**src/rtl/ula_logic_pipe_if.sv**
```systemverilog
// Operand/result handshake bundle for ula_logic_pipe.
// slave is the block's view; master is the producer/consumer view.
interface ula_logic_pipe_if #(
    parameter int unsigned WIDTH = 8
);
    logic               in_valid;
    logic               in_ready;
    logic [WIDTH-1:0]   in_a;
    logic [WIDTH-1:0]   in_b;
    logic [2:0]         in_op;
    logic               out_valid;
    logic               out_ready;
    logic [2*WIDTH-1:0] out_res;
    logic               out_zero;
    logic               out_par;
    logic               out_ones;
    logic [2:0]         out_op;

    modport slave (
        input  in_valid, in_a, in_b, in_op, out_ready,
        output in_ready, out_valid, out_res, out_zero, out_par, out_ones, out_op
    );

    modport master (
        output in_valid, in_a, in_b, in_op, out_ready,
        input  in_ready, out_valid, out_res, out_zero, out_par, out_ones, out_op
    );
endinterface

```
**src/rtl/ula_logic_pipe.sv**
```systemverilog
// Two-stage pipelined logic unit: S1 holds operands, S2 holds the zero-extended
// result and its flags; valid/ready with full backpressure, plus a handshake counter.
module ula_logic_pipe #(
    parameter int unsigned WIDTH   = 8,
    parameter int unsigned COUNT_W = 16
) (
    input  logic               clk,
    input  logic               rst,
    ula_logic_pipe_if.slave    bus,
    output logic [COUNT_W-1:0] op_count
);
    logic               s1_v;
    logic [WIDTH-1:0]   s1_a;
    logic [WIDTH-1:0]   s1_b;
    logic [2:0]         s1_op;

    logic               s2_v;
    logic [2*WIDTH-1:0] s2_res;
    logic               s2_zero;
    logic               s2_par;
    logic               s2_ones;
    logic [2:0]         s2_op;

    logic [COUNT_W-1:0] cnt;

    logic               s2_adv;
    logic               in_rdy;
    logic               in_fire;
    logic               out_fire;
    logic [WIDTH-1:0]   alu;

    // in_ready depends only on stage valids and out_ready, never on in_valid
    always_comb begin
        s2_adv   = s1_v & (~s2_v | bus.out_ready);
        in_rdy   = ~s1_v | s2_adv;
        in_fire  = bus.in_valid & in_rdy;
        out_fire = s2_v & bus.out_ready;
    end

    always_comb begin
        alu = '0;
        case (s1_op)
            3'b000:  alu = s1_a & s1_b;
            3'b001:  alu = s1_a | s1_b;
            3'b010:  alu = ~(s1_a & s1_b);
            3'b011:  alu = s1_a ^ s1_b;
            3'b100:  alu = ~(s1_a | s1_b);
            3'b101:  alu = ~(s1_a ^ s1_b);
            3'b110:  alu = ~s1_a;
            default: alu = s1_a;
        endcase
    end

    always_ff @(posedge clk) begin
        if (rst) begin
            s1_v    <= 1'b0;
            s1_a    <= '0;
            s1_b    <= '0;
            s1_op   <= '0;
            s2_v    <= 1'b0;
            s2_res  <= '0;
            s2_zero <= 1'b1;
            s2_par  <= 1'b0;
            s2_ones <= 1'b0;
            s2_op   <= '0;
            cnt     <= '0;
        end else begin
            if (in_fire) begin
                s1_v  <= 1'b1;
                s1_a  <= bus.in_a;
                s1_b  <= bus.in_b;
                s1_op <= bus.in_op;
            end else if (s2_adv) begin
                s1_v  <= 1'b0;
            end

            // Flags are registered alongside the result so they always describe out_res
            if (s2_adv) begin
                s2_v    <= 1'b1;
                s2_res  <= {{WIDTH{1'b0}}, alu};
                s2_zero <= (alu == '0);
                s2_par  <= ^alu;
                s2_ones <= &alu;
                s2_op   <= s1_op;
            end else if (out_fire) begin
                s2_v    <= 1'b0;
            end

            if (out_fire)
                cnt <= cnt + COUNT_W'(1);
        end
    end

    assign bus.in_ready  = in_rdy;
    assign bus.out_valid = s2_v;
    assign bus.out_res   = s2_res;
    assign bus.out_zero  = s2_zero;
    assign bus.out_par   = s2_par;
    assign bus.out_ones  = s2_ones;
    assign bus.out_op    = s2_op;
    assign op_count      = cnt;
endmodule

```
**src/flat_wrapper.sv**
```systemverilog
// flat-port wrapper written by rule: the top's interface ports become plain ports
module ula_logic_pipe_flat 
#(
    parameter int unsigned WIDTH   = 8,
    parameter int unsigned COUNT_W = 16
)
  (clk, rst, op_count, bus_in_valid, bus_in_a, bus_in_b, bus_in_op, bus_out_ready, bus_in_ready, bus_out_valid, bus_out_res, bus_out_zero, bus_out_par, bus_out_ones, bus_out_op);
  ula_logic_pipe_if #(.WIDTH(WIDTH)) bus_i ();
  input  logic clk;
  input  logic rst;
  output logic [COUNT_W-1:0] op_count;
  input wire logic [$bits(bus_i.in_valid)-1:0] bus_in_valid;
  input wire logic [$bits(bus_i.in_a)-1:0] bus_in_a;
  input wire logic [$bits(bus_i.in_b)-1:0] bus_in_b;
  input wire logic [$bits(bus_i.in_op)-1:0] bus_in_op;
  input wire logic [$bits(bus_i.out_ready)-1:0] bus_out_ready;
  output wire logic [$bits(bus_i.in_ready)-1:0] bus_in_ready;
  output wire logic [$bits(bus_i.out_valid)-1:0] bus_out_valid;
  output wire logic [$bits(bus_i.out_res)-1:0] bus_out_res;
  output wire logic [$bits(bus_i.out_zero)-1:0] bus_out_zero;
  output wire logic [$bits(bus_i.out_par)-1:0] bus_out_par;
  output wire logic [$bits(bus_i.out_ones)-1:0] bus_out_ones;
  output wire logic [$bits(bus_i.out_op)-1:0] bus_out_op;
  assign bus_i.in_valid = bus_in_valid;
  assign bus_i.in_a = bus_in_a;
  assign bus_i.in_b = bus_in_b;
  assign bus_i.in_op = bus_in_op;
  assign bus_i.out_ready = bus_out_ready;
  assign bus_in_ready = bus_i.in_ready;
  assign bus_out_valid = bus_i.out_valid;
  assign bus_out_res = bus_i.out_res;
  assign bus_out_zero = bus_i.out_zero;
  assign bus_out_par = bus_i.out_par;
  assign bus_out_ones = bus_i.out_ones;
  assign bus_out_op = bus_i.out_op;
  ula_logic_pipe #(.WIDTH(WIDTH), .COUNT_W(COUNT_W)) u_core (.clk(clk), .rst(rst), .bus(bus_i), .op_count(op_count));
endmodule
```
**config.mk**
```make
export PLATFORM = sky130hd
export DESIGN_NAME = ula_logic_pipe_flat
export DESIGN_NICKNAME = d
export VERILOG_FILES = /design/src/rtl/ula_logic_pipe_if.sv /design/src/rtl/ula_logic_pipe.sv /design/src/flat_wrapper.sv
export SDC_FILE = /design/constraint.sdc
export NUM_CORES = 1
export LEC_CHECK = 0
export CAP_MARGIN = 40
export CELL_PAD_IN_SITES_DETAIL_PLACEMENT = 1
export CELL_PAD_IN_SITES_GLOBAL_PLACEMENT = 2
export CORE_MARGIN = 2
export CORE_UTILIZATION = 23
export CTS_CLUSTER_DIAMETER = 60
export CTS_CLUSTER_SIZE = 40
export DETAILED_ROUTE_END_ITERATION = 10
export PLACE_DENSITY_LB_ADDON = 0.1
export SLEW_MARGIN = 30
export SYNTH_ARGS = -nofsm -noshare
export SYNTH_HDL_FRONTEND = slang
export SYNTH_SLANG_ARGS = --single-unit
```
**constraint.sdc**
```tcl
create_clock -name clk -period 2.7 [get_ports clk]
set_input_delay 0.27 -clock clk [delete_from_list [all_inputs] [get_ports clk]]
set_output_delay 0.27 -clock clk [all_outputs]
set_load 0.02 [all_outputs]
```
# Word-level counts from Yosys, hierarchy flattened
# Index checks and enable logic that the tools add are counted.
# word_totals
ff_bits	51
out_inout_bits	40
# classes
n_addsub	1
eq_ne	6
n_mux	5
bitwise	14
reduce_logical	6
# op_table
operator	n
case mux 8 bit (7 select lines)	1
NOT 8 bit	4
adder 16 x 1 -> 16 bit (second input constant)	1
== test 3 bit (second input constant)	3
bitwise AND 8 bit	1
zero test 8 bit	1
bitwise OR 8 bit	1
AND reduction 8 bit	1
XOR reduction 8 bit	1
XOR 8 bit	1
== test 3 x 2 -> 1 bit (second input constant)	2
two-way mux 1 bit	4
nonzero test 2 bit	2
bitwise AND 1 bit	3
== test 3 x 1 -> 1 bit (second input constant)	1
zero test 3 bit	1
NOT 1 bit	2
bitwise OR 1 bit	2

# Logic depth before layout (Yosys ltp)
# Gate-level depths: netlist of run 1.
# depth
depth_word	6
depth_mapped	13
ltp_nobuf	13

# Worst setup path before layout of run 1
# OpenSTA, ideal clock, no wires.
# synth_timing
path_type	register to register
from	reg u_core.s1_op[1]
to	reg u_core.s2_par (netlist: u_core.bus.out_par)
t_arrival_ns	2.379
required_time_ns	2.621
setup_slack_ns	0.242
path_stages_with_launch	14
path_buffers	3
path_cell_list	dfxtp_1 clkbuf_4 buf_2 buf_1 a21oi_1 o211ai_1 o2bb2ai_1 inv_1 ha_1 xor2_1 xnor2_1 xnor2_1 nand3b_1 o211ai_1
# synth_between
elab_chain_len	3
elab_cells_between_ends	9
classes_between	6 x eq/ne; 1 x mux; 2 x reduce/logical
# synth_lines
element	line_no	rtl
start, declared	ula_logic_pipe.sv:15	logic [2:0] s1_op;
start signal, assigned	ula_logic_pipe.sv:72	s1_op <= bus.in_op;
== test 3 bit (tied with other cells)	ula_logic_pipe.sv:42	case (s1_op)
case mux 8 bit (7 select lines) *	ula_logic_pipe.sv:42	
XOR reduction 8 bit *	ula_logic_pipe.sv:82	s2_par <= ^alu;
end signal, assigned	ula_logic_pipe.sv:82	
end, declared	ula_logic_pipe.sv:20	logic s2_par;
# Mark *: on every way between the ends. The rest lies on a longest branch, timed or not.
# A chain may end at the register's enable or synchronous reset.

# Worst setup path after layout of run 1
# layout_timing
from	reg u_core.s1_a[6]
to	reg u_core.s2_par (netlist: u_core.bus.out_par)
# layout_between
elab_chain_len	4
elab_cells_between_ends	9
classes_between	1 x mux; 7 x bitwise; 1 x reduce/logical
# layout_lines
element	line_no	rtl
start, declared	ula_logic_pipe.sv:13	logic [WIDTH-1:0] s1_a;
start signal, assigned	ula_logic_pipe.sv:70	s1_a <= bus.in_a;
XOR 8 bit (tied with other cells)	ula_logic_pipe.sv:46, ula_logic_pipe.sv:48	
NOT 8 bit, on equally long branches	ula_logic_pipe.sv:48, ula_logic_pipe.sv:45, ula_logic_pipe.sv:47	
case mux 8 bit (7 select lines) *	ula_logic_pipe.sv:42	
XOR reduction 8 bit *	ula_logic_pipe.sv:82	
# Marks and branches as above.

==> impl_metrics.json, run 1 <==
{
  "syn-instance-count": 376,
  "max_freq_mhz": 405.5,
  "synth_edf_count": 0,
  "rr_endpoint": "u_core.bus.out_par$_SDFFE_PP0P_",
  "grt_pass1_vias": 2827,
  "synthFlopType": "dfxtp_1",
  "worstReg2RegStart": "u_core.s1_a[6]$_SDFFE_PP0P_",
  "ys_types": 48,
  "diodes": 0,
  "rrSetupSlack_ns": 0.23,
  "critPathKind": "register to register",
  "hold_viol": 0,
  "syn_area_sq_um": 2927,
  "crit_path_start_kind": "register",
  "rsz0062_at_grt": "false",
  "final_nets": 478,
  "ys_ff_latch": 51,
  "track_usage": 0.1325,
  "slowest_stage": "mux4_2",
  "cp_slowest_stage_delay_ns": 0.51,
  "cts_tree": "built",
  "syn_to_final_growth_pct": 31.21,
  "seqCellArea_sq_um": 1023,
  "final_cell_mix": "69 x nand2_1, 53 x clkdlybuf4s50_1, 49 x dfxtp_1, 41 x a21oi_1, 36 x nor2_1",
  "outcome": "finished, final reports clean",
  "cts_setup_buffers": 0,
  "top_level_ports": 63,
  "finalPower_w": 0.001889,
  "setup_viol": 0,
  "n_fill_cell": 1573,
  "cts.sinks": 51,
  "num_rows": 41,
  "cts_buffers": 5,
  "leakage_nw": 1.491,
  "end_kind": "register",
  "wire_per_inst_um": 13.93,
  "grt_start_max_net_pins": 28,
  "async_reset_ff_frac": 0,
  "drc": 0,
  "place_hpwl_um": 6383,
  "core_sq_um": 12520,
  "cts.repair.resized": 0,
  "worstRegToRegCells": 11,
  "ys_seq_area_frac": 0.3489,
  "crit_buf_inv": 1,
  "crit_family": "adder cells",
  "avgSynthCellArea_sq_um": 7.783,
  "cts-root-buf": "clkbuf_16",
  "gp_congestion": 0.7403,
  "die_y_um": 116.8,
  "drive_gt1_frac": 0.07852,
  "hold_end": "u_core.op_count[10]$_SDFFE_PP0P_",
  "maxCapViolations": 0,
  "worstPathCellList": "inv_1 > ha_1 > nand2_1 > o21ai_0 > mux4_2 > ha_1 > xor2_1 > xnor2_1 > xnor2_1 > nand3b_1 > o211ai_1",
  "antenna_found_initial": 0,
  "slew_headroom": 0.6086,
  "hold_buffers": 0,
  "p_per_area_nw_per_um2": 492.0,
  "clk_pin_slew_ns": 0.07,
  "fin_crit_sh": 0.9133,
  "firstDrtPassIters": 4,
  "worst_pin_slew_ns": 0.5871,
  "gr-total-overflow": 0,
  "wl_um": 8430,
  "hold_start": "rst",
  "slew_violations": 0,
  "post-route-min-period_ns": 2.466,
  "die_x_um": 116.8,
  "start_util": 0.2338,
  "critPathArrivalTime_ns": 2.69,
  "final_common_cell": "nand2_1",
  "grt_pass1_wl_um": 14000,
  "yosys_warnings": 0,
  "multiInputGateArea_sq_um": 1697,
  "clk_path_buf_depth": 2,
  "port_buffers": 54,
  "hp-class": "input pin to register",
  "insertion_delay_ns": 0.30,
  "peakVddDrop_mv": 0.2243,
  "crit_fanout": 4,
  "num_vias": 2666,
  "required_ns": 2.93,
  "fin_tns_setup_ns": 0,
  "whs_path_depth": 2,
  "ant_nets": 0,
  "viasPerCell": 4.407,
  "clock_skew_ns": 0.003903,
  "drt-initial-drc-count": 81,
  "die_area_sq_um": 13640,
  "htree_levels": 2
}
[stage by stage]
step | cells | util | cell area [sq um] | setup WS [ns] | hold WS, ns
after floorplan | 383 | - | 2953 | 0.2417 | 0.3874
after global placement | 598 | 0.2947 | 3689 | 0.2245 | 0.4472
after detailed placement | 598 | 0.2947 | 3689 | 0.1603 | 0.4502
after CTS | 605 | 0.3065 | 3836 | 0.1417 | 0.4622
after global routing | 605 | 0.3068 | 3840 | 0.01937 | 0.4835
final | 605 | 0.3068 | 3840 | 0.2340 | 0.4557
[sequential cells by signal, summed over array words and instances, names as in the netlist, 3 cells and up]
signal	flops
u_core.bus.out_res	8
u_core.s1_b	8
u_core.s1_a	8
u_core.op_count	16
u_core.s1_op	3
u_core.bus.out_op	3
[report_power, final]
part	internal [W]	leakage [nW]	switching [W]	total, W
logic	0.000185	1.00	0.000211	0.000397
registers	0.000784	0.417	0.0000312	0.000815
clock network	0.000368	0.0733	0.000309	0.000677
[worst max path at each step]
stage	start	to	slack [ns]	cells past startpoint
after floorplan	u_core.s1_op[1]$_SDFFE_PP0P_	u_core.bus.out_par$_SDFFE_PP0P_	0.24	13
after global placement	u_core.s1_op[0]$_SDFFE_PP0P_	u_core.bus.out_ones$_SDFFE_PP0P_	0.22	9
after detailed placement	u_core.s1_op[0]$_SDFFE_PP0P_	u_core.bus.out_par$_SDFFE_PP0P_	0.16	10
after CTS	u_core.s1_op[0]$_SDFFE_PP0P_	u_core.bus.out_par$_SDFFE_PP0P_	0.14	10
after global routing	u_core.s1_a[6]$_SDFFE_PP0P_	u_core.bus.out_par$_SDFFE_PP0P_	0.02	11
final	u_core.s1_a[6]$_SDFFE_PP0P_	u_core.bus.out_par$_SDFFE_PP0P_	0.23	11
[layout make-up]
type	instances	area share
well taps	172	0.05604
repair buffers	71	0.1727
clock buffers	6	0.03617
multi-input cells	279	0.4418
clock inverters	1	0.002281
flip-flops and latches	51	0.2665
inverters	25	0.02444
[cells in the mapped netlist (all sizes together), types with 2 or more instances]
cell / number / area [sq um]
o21a: 2 / 15.01
mux4: 3 / 67.56
o22ai: 2 / 12.51
a21oi: 41 / 205.2
nor3: 4 / 20.02
clkbuf: 14 / 56.31
o211ai: 3 / 22.52
ha: 22 / 275.3
mux2i: 3 / 30.03
or3: 4 / 25.02
xnor2: 6 / 52.55
nand3: 9 / 45.04
a211oi: 7 / 52.55
xor2: 15 / 131.4
nor2b: 4 / 25.02
o21ai: 12 / 60.06
nand2b: 3 / 23.78
nand2: 69 / 259.0
nand4: 7 / 43.79
a311oi: 2 / 17.52
nor2: 36 / 135.1
buf: 14 / 86.33
dfxtp: 51 / 1021
inv: 24 / 90.08
nand3b: 2 / 15.01
[cell families after synthesis]
| group | after synthesis | share of synthesized area |
|---|---|---|
| fa+ha+maj | 22 | 0.09406 |
| xor+xnor | 21 | 0.06285 |
| buf+inv | 53 | 0.08080 |
| simple gates | 144 | 0.2176 |
| other cells | 1 | 0.001281 |
| compound gates | 77 | 0.1561 |
| mux | 7 | 0.03848 |
| flops | 51 | 0.3489 |
[routing by layer]
metal / vias up / track usage / share of wire
li1: 1356 / - / -
met1: 1262 / 0.1709 / 0.48
met2: 40 / 0.2189 / 0.47
met3: 8 / 0.02884 / 0.033
met4: 0 / 0.04706 / 0.015
met5: - / 0 / 0
[worst reg2reg max path, cell delays in order, from the launching register on]
cell      delay (ns)
dfxtp_1         0.39
inv_1           0.06
ha_1            0.29
nand2_1         0.07
o21ai_0         0.06
mux4_2          0.51
ha_1            0.32
xor2_1          0.17
xnor2_1         0.17
xnor2_1         0.16
nand3b_1        0.10
o211ai_1        0.08
Power figures use the tool's default switching activity.
==> run 2: changes to the inputs <==
--- a/config.mk
+++ b/config.mk
@@ -6,14 +6,13 @@
 export NUM_CORES = 1
 export LEC_CHECK = 0
 export CAP_MARGIN = 40
-export CELL_PAD_IN_SITES_DETAIL_PLACEMENT = 1
-export CELL_PAD_IN_SITES_GLOBAL_PLACEMENT = 2
 export CORE_MARGIN = 2
-export CORE_UTILIZATION = 23
+export CORE_UTILIZATION = 40
 export CTS_CLUSTER_DIAMETER = 60
 export CTS_CLUSTER_SIZE = 40
 export DETAILED_ROUTE_END_ITERATION = 10
-export PLACE_DENSITY_LB_ADDON = 0.1
+export GPL_TIMING_DRIVEN = 0
+export PLACE_DENSITY = 0.65
 export SLEW_MARGIN = 30
 export SYNTH_ARGS = -nofsm -noshare
 export SYNTH_HDL_FRONTEND = slang
==> run 2 against run 1 <==
Non-clock buffer count up 8. Final cell count fell by 11%. Flip-flop and latch count stayed put. Largest cell class unchanged. Highest routed layer unchanged.
==> impl_metrics.json, run 2 (same netlist as run 1, synthesis figures left out) <==
{
  "max_freq_mhz": 400.2,
  "cts.sinks": 51,
  "port_buffers": 53,
  "core_sq_um": 7176,
  "slew_headroom": 0.5746,
  "hold_viol": 0,
  "outcome": "finished, final reports clean",
  "syn_to_final_growth_pct": 26.98,
  "required_ns": 2.95,
  "grt_pass1_wl_um": 10610,
  "leakage_nw": 1.465,
  "cts-root-buf": "clkbuf_8",
  "largest_register_ffs": 16,
  "fin_tns_setup_ns": 0,
  "grt_pass1_vias": 2266,
  "clock_skew_ns": 0.01195,
  "num_rows": 31,
  "cpMostUsedCell": "xnor2_1",
  "hp-class": "input pin to register",
  "wl_um": 6614,
  "grt_use_met1": 0.2372,
  "hold_ws_ns": 0.4203,
  "diodes": 0,
  "die_x_um": 89.54,
  "cts_setup_buffers": 0,
  "gp_congestion": 0.8277,
  "end_kind": "register",
  "viasPerCell": 4.856,
  "worstReg2RegStart": "u_core.s1_op[1]$_SDFFE_PP0P_",
  "crit_buf_inv": 3,
  "fin_crit_sh": 0.9255,
  "ant_nets": 0,
  "grt_start_max_net_pins": 20,
  "p_per_area_nw_per_um2": 451.3,
  "slowest_stage": "dfxtp_1",
  "crit_fanout": 10,
  "track_usage": 0.1697,
  "setup_viol": 0,
  "met2_usage": 0.2754,
  "final_cell_mix": "69 x nand2_1, 53 x clkdlybuf4s50_1, 51 x dfxtp_1, 41 x a21oi_1, 36 x nor2_1",
  "hold_start": "rst",
  "place_area_sq_um": 3607,
  "worst_pin_slew_ns": 0.6338,
  "crit_family": "XOR/XNOR gates",
  "hold_buffers": 0,
  "die_area_sq_um": 8017,
  "rr_endpoint": "u_core.bus.out_par$_SDFFE_PP0P_",
  "drc": 0,
  "cts_tree": "built",
  "busiest_layer": "met2",
  "htree_levels": 2,
  "clk_pin_slew_ns": 0.11,
  "drt-initial-drc-count": 160,
  "peakVddDrop_mv": 0.2095,
  "drive_gt1_frac": 0.07240,
  "crit_path_start_kind": "register",
  "worstRegToRegCells": 12,
  "num_vias": 2627,
  "critPathArrivalTime_ns": 2.75,
  "rrSetupSlack_ns": 0.20,
  "rsz0062_at_grt": "false",
  "worstPathCellList": "inv_2 > buf_2 > or3_1 > a21oi_1 > o32a_1 > inv_1 > ha_1 > xor2_1 > xnor2_1 > xnor2_1 > nand3b_1 > o211ai_1",
  "cts_buffers": 5,
  "final_nets": 486,
  "use_met3": 0.03139,
  "post-route-min-period_ns": 2.499,
  "start_util": 0.4078,
  "wire_per_inst_um": 12.23,
  "design_area_sq_um": 3716,
  "insertion_delay_ns": 0.32,
  "final_common_cell": "nand2_1",
  "critPathKind": "register to register",
  "firstDrtPassIters": 4,
  "antenna_found_initial": 0,
  "place_hpwl_um": 5118,
  "slew_violations": 0,
  "maxCapViolations": 0,
  "hold_end": "u_core.bus.out_par$_SDFFE_PP0P_",
  "top_level_ports": 63,
  "whs_path_depth": 3,
  "gr-total-overflow": 0,
  "cp_slowest_stage_delay_ns": 0.40,
  "die_y_um": 89.54,
  "clk_path_buf_depth": 2
}
-- run 2: changes by cell type in the layout (fill, tap and decap cells not counted), sizes merged --
cell,before,now
buf,18,10
clkinvlp,0,1
inv,25,26
clkbuf,6,21
-- run 2: worst max path at each step --
stage                            startpoint                              end  slack [ns]  cells past startpoint
2_1_floorplan  u_core.s1_op[1]$_SDFFE_PP0P_  u_core.bus.out_par$_SDFFE_PP0P_        0.24                     13
3_3_place_gp   u_core.s1_op[0]$_SDFFE_PP0P_  u_core.bus.out_par$_SDFFE_PP0P_       -0.33                     12
3_5_place_dp   u_core.s1_op[0]$_SDFFE_PP0P_  u_core.bus.out_par$_SDFFE_PP0P_       -0.35                     12
4_1_cts        u_core.s1_op[1]$_SDFFE_PP0P_  u_core.bus.out_par$_SDFFE_PP0P_        0.05                     13
5_1_grt        u_core.s1_op[1]$_SDFFE_PP0P_  u_core.bus.out_par$_SDFFE_PP0P_       0.005                     12
6_report       u_core.s1_op[1]$_SDFFE_PP0P_  u_core.bus.out_par$_SDFFE_PP0P_        0.20                     12
-- run 2: area by class of cell --
| type | instances | area (sq um) |
|---|---|---|
| tap | 99 | 123.9 |
| buffer | 26 | 146.4 |
| multi-input combinational | 279 | 1702 |
| inverter | 25 | 97.59 |
| clock inverter | 3 | 26.28 |
| timing repair buffer | 53 | 530.5 |
| clock buffer | 5 | 68.82 |
| fill | 713 | 3460 |
| sequential | 51 | 1021 |
-- run 2: worst register-to-register path, cell delays in order (launching register included) --
cell      delay [ns]
dfxtp_1         0.40
inv_2           0.09
buf_2           0.20
or3_1           0.36
a21oi_1         0.15
o32a_1          0.23
inv_1           0.06
ha_1            0.28
xor2_1          0.17
xnor2_1         0.16
xnor2_1         0.16
nand3b_1        0.10
o211ai_1        0.08
-- run 2: power breakdown --
group	total [W]	leakage [nW]	internal, W	switching (W)
combinational	0.000389	1.00	0.000181	0.000208
clock	0.000477	0.0491	0.000191	0.000286
sequential	0.000811	0.416	0.000784	0.0000274
total	0.00168	1.47	0.00116	0.000521
-- run 2: metrics by stage --
| step | total power, W | std cells | utilization | setup slack [ns] |
|---|---|---|---|---|
| 6_report | 0.001677 | 541 | 0.5179 | 0.2012 |
| 5_1_grt | 0.001774 | 541 | 0.5179 | 0.004611 |
| 4_1_cts | 0.001693 | 542 | 0.5174 | 0.05025 |
| 3_5_place_dp | 0.001216 | 535 | 0.5027 | -0.3496 |
| 3_3_place_gp | 0.001206 | 535 | 0.5027 | -0.3265 |
| 2_1_floorplan | 0.001092 | 383 | - | 0.2417 |
-- run 2: layer usage --
metal	vias to the layer above	wire length [um]
met5	-	0
met3	4	283
met2	62	2978
met4	0	50
li1	1378	-
met1	1183	3302
-- run 2: what timing repair did --
action / CTS / global route
pin swaps: 0 / 0
endpoints found under the setup margin: 1 / 1
resized for setup: 6 / 3
==> variant 1, RTL diff (config.mk and constraints of run 2) <==
Register the output `op_count` once more; this adds one clock of latency there. The other outputs are not delayed to match.
--- a/src/rtl/ula_logic_pipe.sv
+++ b/src/rtl/ula_logic_pipe.sv
@@ -98,6 +98,8 @@
     assign bus.out_par   = s2_par;
     assign bus.out_ones  = s2_ones;
     assign bus.out_op    = s2_op;
-    assign op_count      = cnt;
+    always_ff @(posedge clk) begin
+        op_count <= cnt;
+    end
 endmodule
 
Function: changed (Yosys sat finds a counterexample within 4 cycles, from zero or initial values and one cycle with rst high).
==> variant 1 against run 2 <==
- first-iteration DRC count shrank 31%
- wire length grew 15%
- sequential cell count grew 16
- sequential power grew 28%
- setup slack lost 65 ps
- total power grew 39%
- maximum frequency shrank 2.5%
- final area grew 14%
- synthesized area grew 11%
==> variant 1: results <==
grt:
  antenna_found_initial: 0
  grt_pass1_wl_um: 12900
  grt_max_degree: 15
  grt_pass1_vias: 2810
  global_route.usage.total_pct: 18.4
timing:
  tightestPinTransition_ps: 676
  timing.clock.skew_ps: 8.60
worst_setup_path:
  slowest_delay_ps: 510
  timing_worst_setup_path_type: "flip-flop to flip-flop"
  rr_startpoint: "u_core.s1_b[5]"
  timing.critical_path.fanout_max: 3
  worstPathArrival_ps: 2840
  critical_path.top_delay_family: "multiplexers"
  timing.critical_path.slowest_stage_cell: "sky130_fd_sc_hd__mux4_2"
placed_design:
  gp_congestion: 0.856
  place.port_buffers: 53
  hpwlAfterDp_um: 5400
clock_tree:
  clock_tree.htree_level_count: 3
  clock_tree.root_cell: "sky130_fd_sc_hd__clkbuf_8"
  cts-buffers-inserted: 9
  clock_latency_ps: 350
  clkTransAtPathRegs_ps: 90
  clockBufferDepth: 2
synth:
  post_synth_fa_ha_maj_area_fraction_pct: 8.46
  synth.mux.area_fraction_pct: 1.69
  post_synth_xor_area_fraction_pct: 6.35
  synth.yosys.warnings: 0
  synth-compound-area-share_pct: 15.2
  ys_types: 43
  synth_top_cells_by_area: "sky130_fd_sc_hd__dfxtp_1 (41%), sky130_fd_sc_hd__ha_1 (8.5%), sky130_fd_sc_hd__nand2_1 (8.0%), sky130_fd_sc_hd__a21oi_1 (6.0%), sky130_fd_sc_hd__xor2_1 (4.0%)"
  list_of_most_frequent_post_synthesis_cells: "sky130_fd_sc_hd__nand2_1 (69), sky130_fd_sc_hd__dfxtp_1 (67), sky130_fd_sc_hd__a21oi_1 (39), sky130_fd_sc_hd__nor2_1 (33), sky130_fd_sc_hd__inv_1 (27)"
  postSynth.asyncResetShare_pct: 0
  ys_seq_area_share_pct: 41.2
cells_and_area:
  area_taken_by_flip_flops_and_latches_um2: 1350
  nFillCells: 758
  design.final.nets: 511
  drive_gt1_share_pct: 11.7
  largest_registers: "u_core.cnt x16, u_core.op_count x16"
hold_path:
  hold_path_startpoint: "rst"
  min_delay_path_depth: 2
  hp-class: "primary input to flip-flop"
power:
  power.leakage_nw: 1.70
  worst_ir_drop_vdd_uv: 333
outcome:
  outcome: "finished, final reports clean"
detailed_routing:
  detail_route.iter0.violations: 111
  drtPass1Iterations: 4
  totalWireLength_um: 7580
  detail_route.vias_per_cell: 4.88
[variant 1: changes by cell type after synthesis, sizes merged, moves of 3 or more]
cell | run 2 | this run
nor2b | 4 | 8
nor2 | 36 | 33
dfxtp | 51 | 67
inv | 24 | 27
a211oi | 7 | 10
[variant 1: where the power goes]
group / switching, mW / internal (mW) / total, mW
clock: 0.435 / 0.442 / 0.878
sequential: 0.0262 / 1.02 / 1.04
combinational: 0.217 / 0.194 / 0.411
[variant 1: metrics by stage]
stage	cells	setup WS (ps)	hold slack, ps	utilization, %	cell area, µm²
finish	573	136	202	54.4	4250
global placement	555	-267	360	50.4	3940
global route	573	15.9	246	54.4	4250
floorplan	400	186	350	-	3280
CTS	573	6.77	192	53.6	4190
detailed placement	555	-310	361	50.4	3940
[variant 1: cells by family after synthesis]
family / count (synthesis)
and+or+nand+nor: 142
other: 1
AOI/OAI and AO/OA: 79
muxes: 4
DFF: 67
buffers and inverters: 56
adders and majority gates: 22
xor gates and xnor gates: 22
[variant 1: worst paths after layout]
kind	end	slack (ps)
min reg2reg	u_core.op_count[15]	370
min	u_core.bus.out_res[6]	200
max reg2reg	u_core.bus.out_par	140
max	u_core.bus.out_par	140
[variant 1: what timing repair did]
action | CTS | global route
hold buffers | 0 | 0
setup endpoints to repair | 1 | 1
pin swaps | 2 | 5
buffers inserted | 2 | 0
resized for setup | 8 | 25
[variant 1: cell type report]
type,instances,area share (%)
Buffer,29,4.21
Clock buffer,9,2.91
Clock inverter,7,1.97
Inverter,27,2.38
Multi-Input combinational cell,277,41.0
Sequential cell,67,31.7
Tap cell,102,3.00
Timing Repair Buffer,55,12.8
[variant 1: per-layer routing]
| layer | track usage, % | vias up | share of wire, % |
|---|---|---|---|
| li1 | - | 1442 | - |
| met1 | 23.0 | 1274 | 46 |
| met2 | 30.3 | 66 | 46 |
| met3 | 4.82 | 16 | 5.1 |
| met4 | 7.13 | 0 | 2.6 |
| met5 | 0 | - | 0 |
==> variant 2, RTL diff (settings of run 2) <==
Made on the original files. `WIDTH` is set to 8 in 3 places; all go to 9.
--- a/src/rtl/ula_logic_pipe_if.sv
+++ b/src/rtl/ula_logic_pipe_if.sv
@@ -1,7 +1,7 @@
 // Operand/result handshake bundle for ula_logic_pipe.
 // slave is the block's view; master is the producer/consumer view.
 interface ula_logic_pipe_if #(
-    parameter int unsigned WIDTH = 8
+    parameter int unsigned WIDTH = 9
 );
     logic               in_valid;
     logic               in_ready;
--- a/src/rtl/ula_logic_pipe.sv
+++ b/src/rtl/ula_logic_pipe.sv
@@ -1,7 +1,7 @@
 // Two-stage pipelined logic unit: S1 holds operands, S2 holds the zero-extended
 // result and its flags; valid/ready with full backpressure, plus a handshake counter.
 module ula_logic_pipe #(
-    parameter int unsigned WIDTH   = 8,
+    parameter int unsigned WIDTH   = 9,
     parameter int unsigned COUNT_W = 16
 ) (
     input  logic               clk,
--- a/src/flat_wrapper.sv
+++ b/src/flat_wrapper.sv
@@ -1,7 +1,7 @@
 // flat-port wrapper written by rule: the top's interface ports become plain ports
 module ula_logic_pipe_flat 
 #(
-    parameter int unsigned WIDTH   = 8,
+    parameter int unsigned WIDTH   = 9,
     parameter int unsigned COUNT_W = 16
 )
   (clk, rst, op_count, bus_in_valid, bus_in_a, bus_in_b, bus_in_op, bus_out_ready, bus_in_ready, bus_out_valid, bus_out_res, bus_out_zero, bus_out_par, bus_out_ones, bus_out_op);
Ports: changed (resized bus_in_a, bus_in_b and bus_out_res); port bits go from 63 to 67. No check against the original RTL was run, so the function may have changed too.
==> variant 2 against run 2 <==
- critical path depth decreased by 1
- sequential cell count increased by 3
- final area increased by 7.6%
- largest cell class unchanged
- highest routed layer unchanged
- total power increased by 11%
- sequential power increased by 5.7%
- wire length increased by 14%
- setup slack got worse by 6.8 ps
- synthesized area increased by 7.5%
- critical endpoint unchanged
- clock skew increased by 0.95 ps
- sequential share of layout area decreased by 0.45 points
- synthesized cell count increased by 5.6%
==> variant 2: results <==
hold_path:
  hold_path_startpoint: "u_core.bus.out_op[2]"
  hp-class: "flip-flop to flip-flop"
  min_delay_path_depth: 2
  hold-path-endpoint: "u_core.bus.out_op[2]"
power:
  power.leakage_nw: 1.61
  pwr_density_cell_nw_per_um2: 463
  net-switching-power_mw: 0.538
  worst_ir_drop_vdd_uv: 226
  powerClk_mw: 0.567
timing:
  tightestPinTransition_ps: 544
  timing.clock.skew_ps: 12.9
outcome:
  outcome: "finished, final reports clean"
worst_setup_path:
  critical_path.startpoint: "u_core.s1_op[0]"
  r2r_cells: 11
  worstPathArrival_ps: 2690
cells_and_area:
  drive_gt1_share_pct: 7.87
  nFillCells: 752
  final_cell_count_no_fill: 572
  design.final.nets: 520
detailed_routing:
  routed-via-count: 2897
  wl_per_cell_um: 13.1
  detail_route.iter0.violations: 175
grt:
  grt_pass1_vias: 2667
  global_route.usage.total_pct: 17.8
  grt_max_degree: 19
synth:
  ys_types: 46
  synth-compound-area-share_pct: 16.3
  postSynthAreaPerCell_um2: 7.92
  ys_seq_area_share_pct: 34.4
  post_synth_fa_ha_maj_area_fraction_pct: 10.3
  post_synth_xor_area_fraction_pct: 6.40
  list_of_most_frequent_post_synthesis_cells: "sky130_fd_sc_hd__nand2_1 (64), sky130_fd_sc_hd__dfxtp_1 (54), sky130_fd_sc_hd__a21oi_1 (45), sky130_fd_sc_hd__nor2_1 (36), sky130_fd_sc_hd__inv_1 (28)"
clock_tree:
  postCtsResizedCells: 0
placed_design:
  hpwlAfterDp_um: 5760
  gp_congestion: 0.852
  placement.cell_area_um2: 3870
==> variant 2: metal layers <==
| layer | wire length (µm) | up-vias | track usage [%] | share of wire (%) |
|---|---|---|---|---|
| li1 | - | 1453 | - | - |
| met1 | 3530 | 1335 | 24.6 | 47 |
| met2 | 3400 | 91 | 28.0 | 45 |
| met3 | 396 | 18 | 3.34 | 5.3 |
| met4 | 185 | 0 | 6.25 | 2.5 |
| met5 | 0 | - | 0 | 0 |
==> variant 2: stage by stage <==
step           hold slack, ps  worst slack [ps]  util [%]
4_1_cts                   466              7.14      51.9
6_report                  465               194      52.0
2_1_floorplan             378               374         -
3_5_place_dp              450              32.4      50.4
3_3_place_gp              445              93.9      50.4
5_1_grt                   489              19.7      52.0
==> variant 2: how the worst max path moves through the flow <==
stage | endpoint | slack, ps | cells past startpoint
2_1_floorplan | u_core.bus.out_par | 370 | 11
3_3_place_gp | u_core.bus.out_par | 90 | 9
3_5_place_dp | u_core.bus.out_par | 30 | 9
4_1_cts | u_core.bus.out_par | 7 | 9
5_1_grt | u_core.bus.out_par | 20 | 12
6_report | u_core.bus.out_par | 190 | 11
==> variant 2: tightest hold or removal path, cell delays in order (launching register included) <==
cell and delay (ps):
sky130_fd_sc_hd__dfxtp_1 330, sky130_fd_sc_hd__nand2_1 50, sky130_fd_sc_hd__a21oi_1 50
==> variant 2: final cells by class <==
type / count / area (µm²) / share of cell area (%)
Timing Repair Buffer: 57 / 571 / 14.3
Sequential cell: 54 / 1080 / 27.0
Clock inverter: 3 / 47.5 / 1.19
Tap cell: 102 / 128 / 3.19
Buffer: 32 / 181 / 4.54
Clock buffer: 5 / 68.8 / 1.72
Inverter: 30 / 115 / 2.88
Multi-Input combinational cell: 289 / 1810 / 45.2
